[config.mk]
export PLATFORM = sky130hd
export DESIGN_NAME = ge_prog_sequencer_flat
export DESIGN_NICKNAME = d
export VERILOG_FILES = /design/src/rtl/ge_prog_sequencer_pkg.sv /design/src/rtl/ge_prog_sequencer_if.sv /design/src/rtl/ge_prog_sequencer_alu.sv /design/src/rtl/ge_prog_sequencer.sv /design/src/flat_wrapper.sv
export SDC_FILE = /design/constraint.sdc
export NUM_CORES = 1
export LEC_CHECK = 0
export ABC_AREA = 1
export CAP_MARGIN = 10
export CORE_ASPECT_RATIO = 0.8
export CORE_MARGIN = 1.5
export CORE_UTILIZATION = 59
export DETAILED_ROUTE_END_ITERATION = 6
export GPL_TIMING_DRIVEN = 0
export PLACE_DENSITY = 0.8
export SKIP_CTS_REPAIR_TIMING = 1
export SLEW_MARGIN = 30
export SYNTH_ARGS = -nofsm -noshare
export SYNTH_HDL_FRONTEND = slang
export SYNTH_HIERARCHICAL = 1
export SYNTH_SLANG_ARGS = --single-unit
[constraint.sdc]
create_clock -name clk -period 9.52 [get_ports clk]
set_input_delay 1.904 -clock clk [delete_from_list [all_inputs] [get_ports clk]]
set_output_delay 1.904 -clock clk [all_outputs]
set_load 0.02 [all_outputs]
[src/rtl/ge_prog_sequencer_pkg.sv]
// Shared types for the register-program sequencer.
// Ops, instruction word, FSM states and source-select constants.
package ge_seq_pkg;

  localparam int DEF_LANE_W = 16;
  localparam int DEF_DEPTH  = 16;

  typedef enum logic [2:0] {
    NOP  = 3'd0,
    MOV  = 3'd1,
    AND  = 3'd2,
    OR   = 3'd3,
    XOR  = 3'd4,
    LNOT = 3'd5,
    BNOT = 3'd6,
    RSV  = 3'd7
  } op_e;

  typedef struct packed {
    op_e        op;
    logic [1:0] dst;
    logic [2:0] src;
  } instr_t;

  typedef enum logic [1:0] {
    IDLE = 2'd0,
    LOAD = 2'd1,
    EXEC = 2'd2,
    FIN  = 2'd3
  } state_e;

  localparam logic [2:0] SRC_A0 = 3'd4;

endpackage

[src/rtl/ge_prog_sequencer_if.sv]
// Host-side bundle of the sequencer: program port, operands, results.
// err exists only when GE_SEQ_ERR_EN is defined.
interface ge_prog_sequencer_if #(
  parameter int LANE_W = 16,
  parameter int PC_W   = 4
);

  logic              prog_we;
  logic [PC_W-1:0]   prog_addr;
  logic [7:0]        prog_wdata;
  logic [PC_W:0]     prog_len;
  logic              start;
  logic [LANE_W-1:0] a1, a0, b1, b0;
  logic              busy;
  logic              done;
  logic [LANE_W-1:0] y3, y2, y1, y0;
`ifdef GE_SEQ_ERR_EN
  logic              err;
`endif

  modport master (
    output prog_we, prog_addr, prog_wdata,
    output prog_len, start,
    output a1, a0, b1, b0,
    input  busy, done,
    input  y3, y2, y1, y0
`ifdef GE_SEQ_ERR_EN
    , input err
`endif
  );

  modport slave (
    input  prog_we, prog_addr, prog_wdata,
    input  prog_len, start,
    input  a1, a0, b1, b0,
    output busy, done,
    output y3, y2, y1, y0
`ifdef GE_SEQ_ERR_EN
    , output err
`endif
  );

endinterface

[src/rtl/ge_prog_sequencer_alu.sv]
// Single-op datapath: combines the current dst value with the source.
// Reserved op leaves dst untouched.
module ge_seq_alu
  import ge_seq_pkg::*;
#(
  parameter int LANE_W = 16
) (
  input  op_e               op,
  input  logic [LANE_W-1:0] dst_val,
  input  logic [LANE_W-1:0] src_val,
  output logic [LANE_W-1:0] res
);

  // op decode
  always_comb begin
    res = dst_val;
    unique case (op)
      NOP:  res = dst_val;
      MOV:  res = src_val;
      AND:  res = dst_val & src_val;
      OR:   res = dst_val | src_val;
      XOR:  res = dst_val ^ src_val;
      LNOT: res = {{(LANE_W-1){1'b0}}, (src_val == '0)};
      BNOT: res = ~src_val;
      RSV:  res = dst_val;
    endcase
  end

endmodule

[src/rtl/ge_prog_sequencer.sv]
// Runs a stored straight-line register program over four operands.
// Optional: GE_SEQ_ERR_EN makes op 7 abort the run and raise err.
module ge_prog_sequencer
  import ge_seq_pkg::*;
#(
  parameter int LANE_W     = DEF_LANE_W,
  parameter int PROG_DEPTH = DEF_DEPTH,
  localparam int PC_W      = $clog2(PROG_DEPTH)
) (
  input logic clk,
  input logic rst,
  ge_prog_sequencer_if.slave bus
);

  localparam logic [PC_W:0] LEN_MAX = (PC_W+1)'(PROG_DEPTH);

  instr_t mem [PROG_DEPTH];

  state_e                  state_q, state_d;
  logic [PC_W-1:0]         pc_q, pc_d;
  logic [PC_W:0]           len_q, len_d;
  logic [3:0][LANE_W-1:0]  r_q, r_d;
  logic [3:0][LANE_W-1:0]  lat_q, lat_d;
  logic [3:0][LANE_W-1:0]  y_q, y_d;
  logic                    busy_q, busy_d;
  logic                    done_q, done_d;
`ifdef GE_SEQ_ERR_EN
  logic                    err_q, err_d;
`endif

  instr_t            ins;
  logic [LANE_W-1:0] src_val;
  logic [LANE_W-1:0] alu_res;
  logic              last;
  logic              stop;

  assign ins = mem[pc_q];
  assign src_val = (ins.src >= SRC_A0)
                 ? lat_q[ins.src[1:0]]
                 : r_q[ins.src[1:0]];
  assign last = ((len_q - 1'b1) == {1'b0, pc_q});

  ge_seq_alu #(.LANE_W(LANE_W)) u_alu (
    .op      (ins.op),
    .dst_val (r_q[ins.dst]),
    .src_val (src_val),
    .res     (alu_res)
  );

  // program RAM: writable only while idle, never reset
  always_ff @(posedge clk) begin
    if (bus.prog_we && state_q == IDLE)
      mem[bus.prog_addr] <= instr_t'(bus.prog_wdata);
  end

  // next-state, register file and result staging
  always_comb begin
    state_d = state_q;
    pc_d    = pc_q;
    len_d   = len_q;
    r_d     = r_q;
    lat_d   = lat_q;
    y_d     = y_q;
    busy_d  = busy_q;
    done_d  = 1'b0;
    stop    = 1'b0;
`ifdef GE_SEQ_ERR_EN
    err_d   = err_q;
`endif
    unique case (state_q)
      IDLE: begin
        if (bus.start) begin
          lat_d   = {bus.b1, bus.b0, bus.a1, bus.a0};
          r_d     = {bus.b1, bus.b0, bus.a1, bus.a0};
          pc_d    = '0;
          len_d   = (bus.prog_len > LEN_MAX)
                  ? LEN_MAX : bus.prog_len;
          busy_d  = 1'b1;
          state_d = LOAD;
`ifdef GE_SEQ_ERR_EN
          err_d   = 1'b0;
`endif
        end
      end
      LOAD: begin
        pc_d = '0;
        if (len_q == '0) begin
          state_d = FIN;
          busy_d  = 1'b0;
          done_d  = 1'b1;
          y_d     = r_q;
        end else begin
          state_d = EXEC;
        end
      end
      EXEC: begin
        r_d[ins.dst] = alu_res;
        stop = last;
`ifdef GE_SEQ_ERR_EN
        if (ins.op == RSV) begin
          stop  = 1'b1;
          err_d = 1'b1;
        end
`endif
        if (stop) begin
          state_d = FIN;
          busy_d  = 1'b0;
          done_d  = 1'b1;
          y_d     = r_d;
        end else begin
          pc_d = pc_q + 1'b1;
        end
      end
      FIN: begin
        state_d = IDLE;
      end
    endcase
  end

  // state registers with asynchronous abort
  always_ff @(posedge clk or posedge rst) begin
    if (rst) begin
      state_q <= IDLE;
      pc_q    <= '0;
      len_q   <= '0;
      r_q     <= '0;
      lat_q   <= '0;
      y_q     <= '0;
      busy_q  <= 1'b0;
      done_q  <= 1'b0;
`ifdef GE_SEQ_ERR_EN
      err_q   <= 1'b0;
`endif
    end else begin
      state_q <= state_d;
      pc_q    <= pc_d;
      len_q   <= len_d;
      r_q     <= r_d;
      lat_q   <= lat_d;
      y_q     <= y_d;
      busy_q  <= busy_d;
      done_q  <= done_d;
`ifdef GE_SEQ_ERR_EN
      err_q   <= err_d;
`endif
    end
  end

  assign bus.busy = busy_q;
  assign bus.done = done_q;
  assign bus.y0   = y_q[0];
  assign bus.y1   = y_q[1];
  assign bus.y2   = y_q[2];
  assign bus.y3   = y_q[3];
`ifdef GE_SEQ_ERR_EN
  assign bus.err  = err_q;
`endif

endmodule

[src/flat_wrapper.sv]
// flat-port wrapper written by rule: the top's interface ports become plain ports
module ge_prog_sequencer_flat import ge_seq_pkg::*;
#(
  parameter int LANE_W     = DEF_LANE_W,
  parameter int PROG_DEPTH = DEF_DEPTH,
  localparam int PC_W      = $clog2(PROG_DEPTH)
)
  (clk, rst, bus_prog_we, bus_prog_addr, bus_prog_wdata, bus_prog_len, bus_start, bus_a1, bus_a0, bus_b1, bus_b0, bus_busy, bus_done, bus_y3, bus_y2, bus_y1, bus_y0);
  ge_prog_sequencer_if #(.LANE_W(LANE_W), .PC_W(4)) bus_i ();
  input logic clk;
  input logic rst;
  input wire logic [$bits(bus_i.prog_we)-1:0] bus_prog_we;
  input wire logic [$bits(bus_i.prog_addr)-1:0] bus_prog_addr;
  input wire logic [$bits(bus_i.prog_wdata)-1:0] bus_prog_wdata;
  input wire logic [$bits(bus_i.prog_len)-1:0] bus_prog_len;
  input wire logic [$bits(bus_i.start)-1:0] bus_start;
  input wire logic [$bits(bus_i.a1)-1:0] bus_a1;
  input wire logic [$bits(bus_i.a0)-1:0] bus_a0;
  input wire logic [$bits(bus_i.b1)-1:0] bus_b1;
  input wire logic [$bits(bus_i.b0)-1:0] bus_b0;
  output wire logic [$bits(bus_i.busy)-1:0] bus_busy;
  output wire logic [$bits(bus_i.done)-1:0] bus_done;
  output wire logic [$bits(bus_i.y3)-1:0] bus_y3;
  output wire logic [$bits(bus_i.y2)-1:0] bus_y2;
  output wire logic [$bits(bus_i.y1)-1:0] bus_y1;
  output wire logic [$bits(bus_i.y0)-1:0] bus_y0;
  assign bus_i.prog_we = bus_prog_we;
  assign bus_i.prog_addr = bus_prog_addr;
  assign bus_i.prog_wdata = bus_prog_wdata;
  assign bus_i.prog_len = bus_prog_len;
  assign bus_i.start = bus_start;
  assign bus_i.a1 = bus_a1;
  assign bus_i.a0 = bus_a0;
  assign bus_i.b1 = bus_b1;
  assign bus_i.b0 = bus_b0;
  assign bus_busy = bus_i.busy;
  assign bus_done = bus_i.done;
  assign bus_y3 = bus_i.y3;
  assign bus_y2 = bus_i.y2;
  assign bus_y1 = bus_i.y1;
  assign bus_y0 = bus_i.y0;
  ge_prog_sequencer #(.LANE_W(LANE_W), .PROG_DEPTH(PROG_DEPTH)) u_core (.clk(clk), .rst(rst), .bus(bus_i));
endmodule
# Word level (Yosys, flattened, before mapping)
# Memories as Yosys holds them, arrays and structs flattened.
# Index checks and enable logic that the tools add are counted.
# totals
ff_bits,205
ramBits,128
elab_cells,93
memories,1
# mem_list
memory,depth,width,read_ports,rd_clocked_by_memory_dff,wr,line,source
u_core.mem,16,8,1,0,1,ge_prog_sequencer.sv:17,instr_t mem [PROG_DEPTH];
# classes
addsub,2
order_cmp,5
n_eq_ne,15
muxes,33
bitwise,4
n_reduce_logical,16
# op_table
operator,n
case mux 64 bit (2 select lines),2
2-to-1 mux 64 bit,3
case mux 16 bit (7 select lines),1
binary-select mux 16 bit (select 2 bit),3
2-to-1 mux 16 bit,5
bitwise mux 64 bit,1
demux 16 bit (select 2 bit),1
AND 16 bit,1
logical NOT 16 bit,1
inverter 16 bit,1
bitwise OR 16 bit,1
XOR 16 bit,1
== test 3 bit (second input constant),4
case mux 4 bit (3 select lines),1
2-to-1 mux 1 bit,8
2-to-1 mux 4 bit,2
case mux 2 bit (4 select lines),1
== test 3 x 2 -> 1 bit (second input constant),2
< comparator 2 x 3 -> 1 bit (second input constant),2
AND reduction 2 bit,3
AND reduction 3 bit,2
== test 5 x 4 -> 1 bit,1
greater-than comparator 5 bit (second input constant),1
logical NOT 5 bit,1
other kinds (20),26

# Depth between registers and ports, before layout
# Gate-level depths: netlist of run 1.
# An unclocked memory read counts as a cell.
# logic_depth
ltp_word,9
ltp_mapped,27

# Modules after synthesis
# Netlist of run 1, hierarchy kept.
# modules_own_cells
mod,n_inst,cells_each,area_each_um2,seq_area_each_um2
ge_prog_sequencer,1,2101,17041.3,8973.6
ge_seq_alu,1,222,1320.0,0.0

# Least setup slack after synthesis of run 1
# No wires, ideal clock.
# synth_timing
path_kind,input port to flip-flop
from,in bus_start
to,reg u_core/r_q[0] (netlist name)
setup_time_ns,0.077
t_arrival_ns,2.888
required_ns,9.443
path_slack_ns,6.555
stages,6
n_path_buf,2
cell_sequence,nand2_1 o21ai_0 clkbuf_1 clkbuf_1 nor2_1 a21oi_1
# synth_via
elab_chain_len,2
# synth_lines
element,line,source
from (decl),flat_wrapper.sv:16,input wire logic [$bits(bus_i.start)-1:0] bus_start;
inequality test 2 bit (no source line),-,
AND reduction 2 bit (no source line),-,
to (signal assigned),ge_prog_sequencer.sv:138,r_q <= r_d;
to (decl),ge_prog_sequencer.sv:22,"logic [3:0][LANE_W-1:0] r_q, r_d;"
# Every way passes these cells.
# A chain may end at the register's enable or synchronous reset.

# Final worst setup path of run 1
# layout_timing
from,reg u_core.pc_q[1]
to,reg u_core.y_q (netlist bit u_core/bus.y2[0])
# layout_via
elab_chain_len,9
word_cells_on_any_way,35
classes_between,order compare (3); eq/ne (9); mux (13); bitwise (4); reduce/logical (5); memory (1)
# layout_lines
element,line,source
from (decl),ge_prog_sequencer.sv:20,"logic [PC_W-1:0] pc_q, pc_d;"
from (signal assigned),ge_prog_sequencer.sv:136,pc_q <= pc_d;
memory read (16 x 8 bit) *,-,
"binary-select mux 16 bit (select 2 bit), on equally long branches","ge_prog_sequencer.sv:40, ge_prog_sequencer.sv:39",
"2-to-1 mux 16 bit, on equally long branches","ge_prog_sequencer.sv:40, ge_prog_sequencer.sv:39",
2-to-1 mux 16 bit *,ge_prog_sequencer.sv:39,? lat_q[ins.src[1:0]]
via u_core.src_val[0],ge_prog_sequencer.sv:32,logic [LANE_W-1:0] src_val;
logical NOT 16 bit (tied with other cells),ge_prog_sequencer_alu.sv:23,"LNOT: res = {{(LANE_W-1){1'b0}}, (src_val == '0)};"
case mux 16 bit (7 select lines) *,ge_prog_sequencer_alu.sv:17,unique case (op)
via u_core.alu_res[0],ge_prog_sequencer.sv:33,logic [LANE_W-1:0] alu_res;
bitwise mux 64 bit *,ge_prog_sequencer.sv:97,r_d[ins.dst] = alu_res;
2-to-1 mux 64 bit *,ge_prog_sequencer.sv:105,if (stop) begin
case mux 64 bit (2 select lines) *,ge_prog_sequencer.sv:70,unique case (state_q)
to (signal assigned),ge_prog_sequencer.sv:140,y_q <= y_d;
to (decl),ge_prog_sequencer.sv:24,"logic [3:0][LANE_W-1:0] y_q, y_d;"
# Mark *: on every way through the listed nets, which the timed path passes. The rest lies on a longest branch. The select of a mux whose other input is x is not followed.

==> results.sh, run 1 <==
export IMPL_routabilityCongestion=1.06
export IMPL_ys_seq_elements=333
export IMPL_syn_avg_cell_area_sq_um=7.90
export IMPL_core_area_sq_mm=0.0305
export IMPL_clk_latency_ps=540
export IMPL_syn_cell_area_sq_mm=0.0184
export IMPL_worst_path_max_fanout=10
export IMPL_cts_sinks=333
export IMPL_synth_distinct_cells=41
export IMPL_finalCritPeriodShare_pct=47.2
export IMPL_synthToLayoutAreaGrowth_pct=17.4
export IMPL_yosysWarnings=6
export IMPL_final_nets=2636
export IMPL_worstPathRequired_ps=9930
export IMPL_end_kind="register"
export IMPL_period_needed_ps=4490
export IMPL_start_util_pct=60.2
export IMPL_crit_type="reg -> reg"
export IMPL_die_height_um=161
export IMPL_wl_per_cell_um=24.1
export IMPL_place_hpwl_um=53400
export IMPL_synth_xor_area_share_pct=0.286
export IMPL_routed_via_density=6.24
export IMPL_critical_path_startpoint_type="register"
export IMPL_path_clk_slew_ps=60
export IMPL_worstMarginPinSlew_ps=1030
export IMPL_fmax_mhz=223
export IMPL_status="finished clean"
export IMPL_port_buffers=150
export IMPL_cap_violations=0
export IMPL_ios=151
export IMPL_drc=0
export IMPL_yosysTopAreaCell="dfrtp_1"
export IMPL_ant_nets=0
export IMPL_die_w_um=200
export IMPL_vias=18400
export IMPL_hp_class="reg -> reg"
export IMPL_rows=57
export IMPL_cts_htree_levels=2
export IMPL_synth_top_area_share_pct=27.9
export IMPL_synthesis_instances=2323
export IMPL_relSlewSlack_pct=31.4
export IMPL_firstDrtPassIters=6
export IMPL_grt_max_degree=87
export IMPL_cts_root_buf="clkbuf_16"
export IMPL_grt_ovfl_total=0
export IMPL_numCtsBuffers=35
export IMPL_drt_total_wl_um=71100
export IMPL_synth_area_leaders="dfrtp_1 (28%), edfxtp_1 (21%), nand2_1 (10%)"
export IMPL_grt_pass1_wl_um=104000
export IMPL_synthAdderAreaFrac_pct=2.66
export IMPL_drtIter0Drc=3187
export IMPL_fin_skew_ps=22.9
export IMPL_grt_usage_pct=43.7
export IMPL_die_area_sq_mm=0.0322
export IMPL_grt_pass1_vias=17100
export IMPL_yosysSeqAreaShare_pct=48.9
export IMPL_hold_slack_ps=474
export IMPL_arrival_ps=4900
export IMPL_slew_violations=0
export IMPL_drive_above_1_share_pct=7.46
export IMPL_synth_compound_gate_area_share_pct=10.7
export IMPL_cts_tree="done"
export IMPL_synth_net_count=2447
export IMPL_synth_simple_area_share_pct=28.6
export IMPL_antenna_found_initial=1
export IMPL_num_antenna_cells=0
export IMPL_final_hold_viol_count=0
export IMPL_setup_viol=0
export IMPL_synth_top_family_by_area="simple AND/OR/NAND/NOR gates"
export IMPL_cts_buffer_depth=3
export IMPL_synthMuxAreaShare_pct=0
export IMPL_rsz0062_at_grt="no"
-- synth_stat cells --
cell type	count
a21oi_1	221
a21oi_2	10
a22o_1	2
a22oi_1	8
a31oi_1	15
buf_1	3
buf_2	35
buf_4	21
buf_6	26
clkbuf_1	57
clkbuf_4	1
clkinv_1	1
dfrtp_1	205
edfxtp_1	128
ha_1	39
inv_1	192
inv_2	12
inv_4	2
nand2_1	498
nand2_2	6
nand2_4	5
nand3_1	281
nand3_2	1
nand3_4	1
nand3b_1	30
nand4_1	17
nor2_1	374
nor2_2	2
nor3_1	16
nor3_2	2
o211ai_1	6
o21ai_0	74
o21ai_1	9
o21ai_2	1
o221ai_1	9
o22ai_1	3
o31ai_1	2
o41ai_1	1
or2_2	1
xnor2_1	3
xor2_1	3
-- path summary, 6_finish.rpt --
kind | from | to | slack (ps) | cells after the start
max | u_core/pc_q[1]$_DFFE_PP0P_ | u_core/bus.y2[0]$_DFFE_PP0P_ | 5030 | 26
min | u_core/lat_q[2]$_DFFE_PP0P_ | u_core/lat_q[2]$_DFFE_PP0P_ | 470 | 2
max reg2reg | u_core/pc_q[1]$_DFFE_PP0P_ | u_core/bus.y2[0]$_DFFE_PP0P_ | 5030 | 26
min reg2reg | u_core/lat_q[2]$_DFFE_PP0P_ | u_core/lat_q[2]$_DFFE_PP0P_ | 470 | 2
max in group asynchronous | rst | u_core/bus.y0[9]$_DFFE_PP0P_ | 6880 | 3
min in group asynchronous | rst | u_core/len_q[3]$_DFFE_PP0P_ | 1780 | 2
-- cells by family (layout without fill, tap and decap cells) --
logic type               after synthesis  in the layout
AO/OA/AOI/OAI                        361            361
buffers and inverters                350            561
flip-flops                           333            333
AND/OR/NAND/NOR                     1234           1234
adder cells (fa/ha/maj)               39             39
XOR/XNOR                               6              6
-- stage by stage --
stage	cells	setup TNS, ps	worst slack, ps	cell area, sq um	util, %
after detailed placement	2888	0	5190	20500	67.0
after global placement	2886	-152230	-767	20400	66.8
after global routing	2947	0	4850	21600	70.6
final	2947	0	5030	21600	70.6
after floorplan	2323	0	2020	18400	-
after CTS	2947	0	5280	21500	70.6
-- per-layer routing --
layer	vias up	wire (um)	global-route usage, %
met5	-	5	0
met4	2	2460	14.2
met3	171	13000	18.2
met2	1517	27500	57.9
met1	8666	28100	64.1
li1	8027	-	-
-- state kept, by name, summed over array words and instances (netlist names), 5 cells and up --
signal         count
u_core/bus.y1     16
u_core/bus.y2     16
u_core/bus.y0     16
u_core/r_q        64
u_core/lat_q      64
u_core/mem       128
u_core/len_q       5
u_core/bus.y3     16
-- layout by cell type, fill, tap and decap left out, types with 3 or more instances in the layout --
master,count
o211ai_1,6
edfxtp_1,128
a31oi_1,15
nand2_4,5
buf_2,35
nand2_1,498
o21ai_0,74
inv_2,12
xnor2_1,3
bufinv_16,3
clkbuf_1,67
o21ai_1,9
xor2_1,3
nor3_1,16
nand3_1,281
clkbuf_16,35
o22ai_1,3
o221ai_1,9
dfrtp_1,205
inv_1,191
a21oi_2,10
buf_4,21
buf_1,3
nand4_1,17
nor2_1,361
clkdlybuf4s50_1,150
nor2_2,15
clkinv_1,3
a21oi_1,221
nand2_2,6
ha_1,39
buf_6,26
a22oi_1,8
nand3b_1,30
-- critical path, cell delays in order, from the launching register on --
cell	delay (ps)
dfrtp_1	410
buf_2	220
buf_2	320
buf_4	270
nor2_1	70
o21ai_0	90
nand3_1	110
nand3_1	110
nand2_2	220
inv_2	170
buf_2	290
nand3_1	190
nand2_1	110
nand2_1	90
nand2_1	160
inv_1	70
ha_1	290
inv_1	50
nor2_1	40
nor2_1	80
nand3_1	80
nor2_1	90
nor2_1	50
inv_1	310
nand3_1	140
nand3_1	200
a21oi_1	100
-- cell type report --
type / count / area [sq um]
Tap cell: 413 / 517
Timing Repair Buffer: 152 / 1560
Inverter: 207 / 790
Multi-Input combinational cell: 1640 / 7780
Sequential cell: 333 / 8970
Fill cell: 2400 / 8960
Buffer: 143 / 858
Clock inverter: 12 / 149
Clock buffer: 47 / 941
Power of run 1 is left out: the tool's default activity adds up to more than one toggle a clock period on the data nets, which glitch-free logic cannot reach.
==> inputs of run 2 (changes only) <==
- clock period: 9.52 -> 4.39 ns (I/O delays scaled with it)
==> run 2 against run 1 <==
  * Count of clock-buffer cells in the layout grew 1
  * Global-route usage shrank 0.15 points
  * Die area is the same
  * Clock skew is essentially flat
  * Utilization grew 0.88 points
  * Routed wire length shrank 0.31%
  * Non-clock buffer count grew 6
  * Hold slack gained 2.6 ps
  * Fmax grew 4.6%
  * Critical path depth shrank 4
  * Sequential cell count is the same
==> results.sh, run 2 (synthesis results as in run 1) <==
export IMPL_cts_root_buf="clkbuf_16"
export IMPL_r2r_start="u_core/pc_q[1]$_DFFE_PP0P_"
export IMPL_start_util_pct=60.2
export IMPL_grt_max_degree=31
export IMPL_worstPathRequired_ps=4800
export IMPL_firstDrtPassIters=6
export IMPL_final_hold_viol_count=0
export IMPL_finalCritPeriodShare_pct=97.9
export IMPL_period_needed_ps=4300
export IMPL_crit_family="buffers and inverters"
export IMPL_clk_latency_ps=540
export IMPL_worstMarginPinSlew_ps=973
export IMPL_crit_end="u_core/bus.y3[4]$_DFFE_PP0P_"
export IMPL_cts_sinks=333
export IMPL_grt_use_met1_pct=65.0
export IMPL_hp_class="reg -> reg"
export IMPL_cpPeakStageDelay_ps=380
export IMPL_numCtsBuffers=36
export IMPL_worst_path_max_fanout=10
export IMPL_crit_cells=22
export IMPL_die_area_sq_mm=0.0322
export IMPL_slew_violations=0
export IMPL_worst_path_buf_inv=7
export IMPL_cts_htree_levels=2
export IMPL_met3_usage_pct=16.6
export IMPL_status="finished clean"
export IMPL_grt_usage_pct=43.5
export IMPL_die_height_um=161
export IMPL_layout_commonest_cell="nand2_1"
export IMPL_fin_area_sq_mm=0.0218
export IMPL_setup_worst_path_start="u_core/pc_q[1]$_DFFE_PP0P_"
export IMPL_critical_path_startpoint_type="register"
export IMPL_slowest_stage="inv_1"
export IMPL_grt_busiest_layer="met1"
export IMPL_num_antenna_cells=0
export IMPL_grt_ovfl_total=0
export IMPL_place_hpwl_um=52900
export IMPL_drtIter0Drc=3087
export IMPL_grt_pass1_vias=16900
export IMPL_rrSetupSlack_ps=90
export IMPL_routed_via_density=6.22
export IMPL_rows=57
export IMPL_routabilityCongestion=1.03
export IMPL_cts_tree="done"
export IMPL_largest_register_ffs=128
export IMPL_setup_viol=0
export IMPL_relSlewSlack_pct=34.9
export IMPL_drive_above_1_share_pct=8.17
export IMPL_cts_buffer_depth=3
export IMPL_drt_total_wl_um=70900
export IMPL_r2r_end="u_core/bus.y3[4]$_DFFE_PP0P_"
export IMPL_synthToLayoutAreaGrowth_pct=18.9
export IMPL_placed_area_sq_mm=0.0206
export IMPL_rsz0062_at_grt="no"
export IMPL_vias=18400
export IMPL_final_cell_mix="nand2_1 (498), nor2_1 (360), nand3_1 (281)"
export IMPL_arrival_ps=4710
export IMPL_crit_top_cell="nand3_1"
export IMPL_nFillCells=2401
export IMPL_path_clk_slew_ps=70
export IMPL_die_w_um=200
export IMPL_cap_violations=0
export IMPL_crit_type="reg -> reg"
export IMPL_final_util_pct=71.5
export IMPL_end_kind="register"
export IMPL_top_regs="u_core/mem: 128 flops, u_core/lat_q: 64 flops, u_core/r_q: 64 flops"
export IMPL_crit_path_cell_trace="buf_2 -> clkbuf_4 -> buf_4 -> nor2_1 -> o21ai_0 -> nand3_1 -> nand3_1 -> nand2_2 -> inv_2 -> buf_2 -> nand3_1 -> nand2_1 -> nand2_1 -> nand2_1 -> inv_1 -> ha_1 -> nand2_1 -> nand4_1 -> inv_1 -> nand3_1 -> nand3_1 -> a21oi_1"
export IMPL_ios=151
export IMPL_port_buffers=150
export IMPL_fin_skew_ps=22.6
export IMPL_ant_nets=0
export IMPL_met2_usage_pct=57.2
export IMPL_wl_per_cell_um=24.0
export IMPL_grt_pass1_wl_um=104000
export IMPL_final_nets=2643
export IMPL_antenna_found_initial=2
export IMPL_core_area_sq_mm=0.0305
export IMPL_fmax_mhz=233
export IMPL_drc=0
export IMPL_regMostFlops="u_core/mem"
export IMPL_rr_worst_depth=22
## run 2: cell types whose count changed in the layout (fill, tap and decap cells not counted), sizes merged
cell / previous run / this run
clkbuf: 105 / 109
buf: 87 / 90
bufinv: 3 / 5
clkinv: 6 / 8
## run 2: how the worst min path moves through the flow
stage / startpoint / endpoint / depth (start not counted)
3_3_place_gp: u_core/lat_q[46]$_DFFE_PP0P_ / u_core/lat_q[46]$_DFFE_PP0P_ / 2
3_5_place_dp: u_core/lat_q[45]$_DFFE_PP0P_ / u_core/lat_q[45]$_DFFE_PP0P_ / 2
6_report: u_core/lat_q[1]$_DFFE_PP0P_ / u_core/lat_q[1]$_DFFE_PP0P_ / 2
2_1_floorplan: u_core/lat_q[0]$_DFFE_PP0P_ / u_core/lat_q[0]$_DFFE_PP0P_ / 2
4_1_cts: u_core/lat_q[46]$_DFFE_PP0P_ / u_core/lat_q[46]$_DFFE_PP0P_ / 2
5_1_grt: u_core/lat_q[46]$_DFFE_PP0P_ / u_core/lat_q[46]$_DFFE_PP0P_ / 2
## run 2: layout make-up
| class | instances | area (sq um) | area share, % |
|---|---|---|---|
| inverters | 207 | 786 | 3.60 |
| multi-input cells | 1640 | 7790 | 35.7 |
| flip-flops and latches | 333 | 8970 | 41.1 |
| clock inverters | 16 | 225 | 1.03 |
| well taps | 413 | 517 | 2.37 |
| repair buffers | 158 | 1680 | 7.68 |
| plain buffers | 143 | 870 | 3.98 |
| clock buffers | 48 | 997 | 4.57 |
## run 2: routing by layer
layer | vias up | wire length [um]
met5 | - | 0
met4 | 0 | 2370
met3 | 152 | 12900
met2 | 1585 | 27600
met1 | 8623 | 28100
li1 | 8042 | -
## run 2: worst min-delay path, cell delays in order (launching register included)
cell     delay, ps
dfrtp_1        340
nand2_1         60
nand2_1         50
## run 2: metrics by stage
| stage | instances | hold WS [ps] | setup TNS (ps) | worst slack [ps] |
|---|---|---|---|---|
| after global routing | 2958 | 483 | 0 | 12.8 |
| after detailed placement | 2894 | 457 | 0 | 249 |
| after CTS | 2958 | 474 | 0 | 222 |
| after global placement | 2886 | 452 | -162060 | -832 |
| after floorplan | 2323 | 440 | 0 | 854 |
| final | 2958 | 477 | 0 | 92.5 |
Power of run 2 is left out for the same reason.
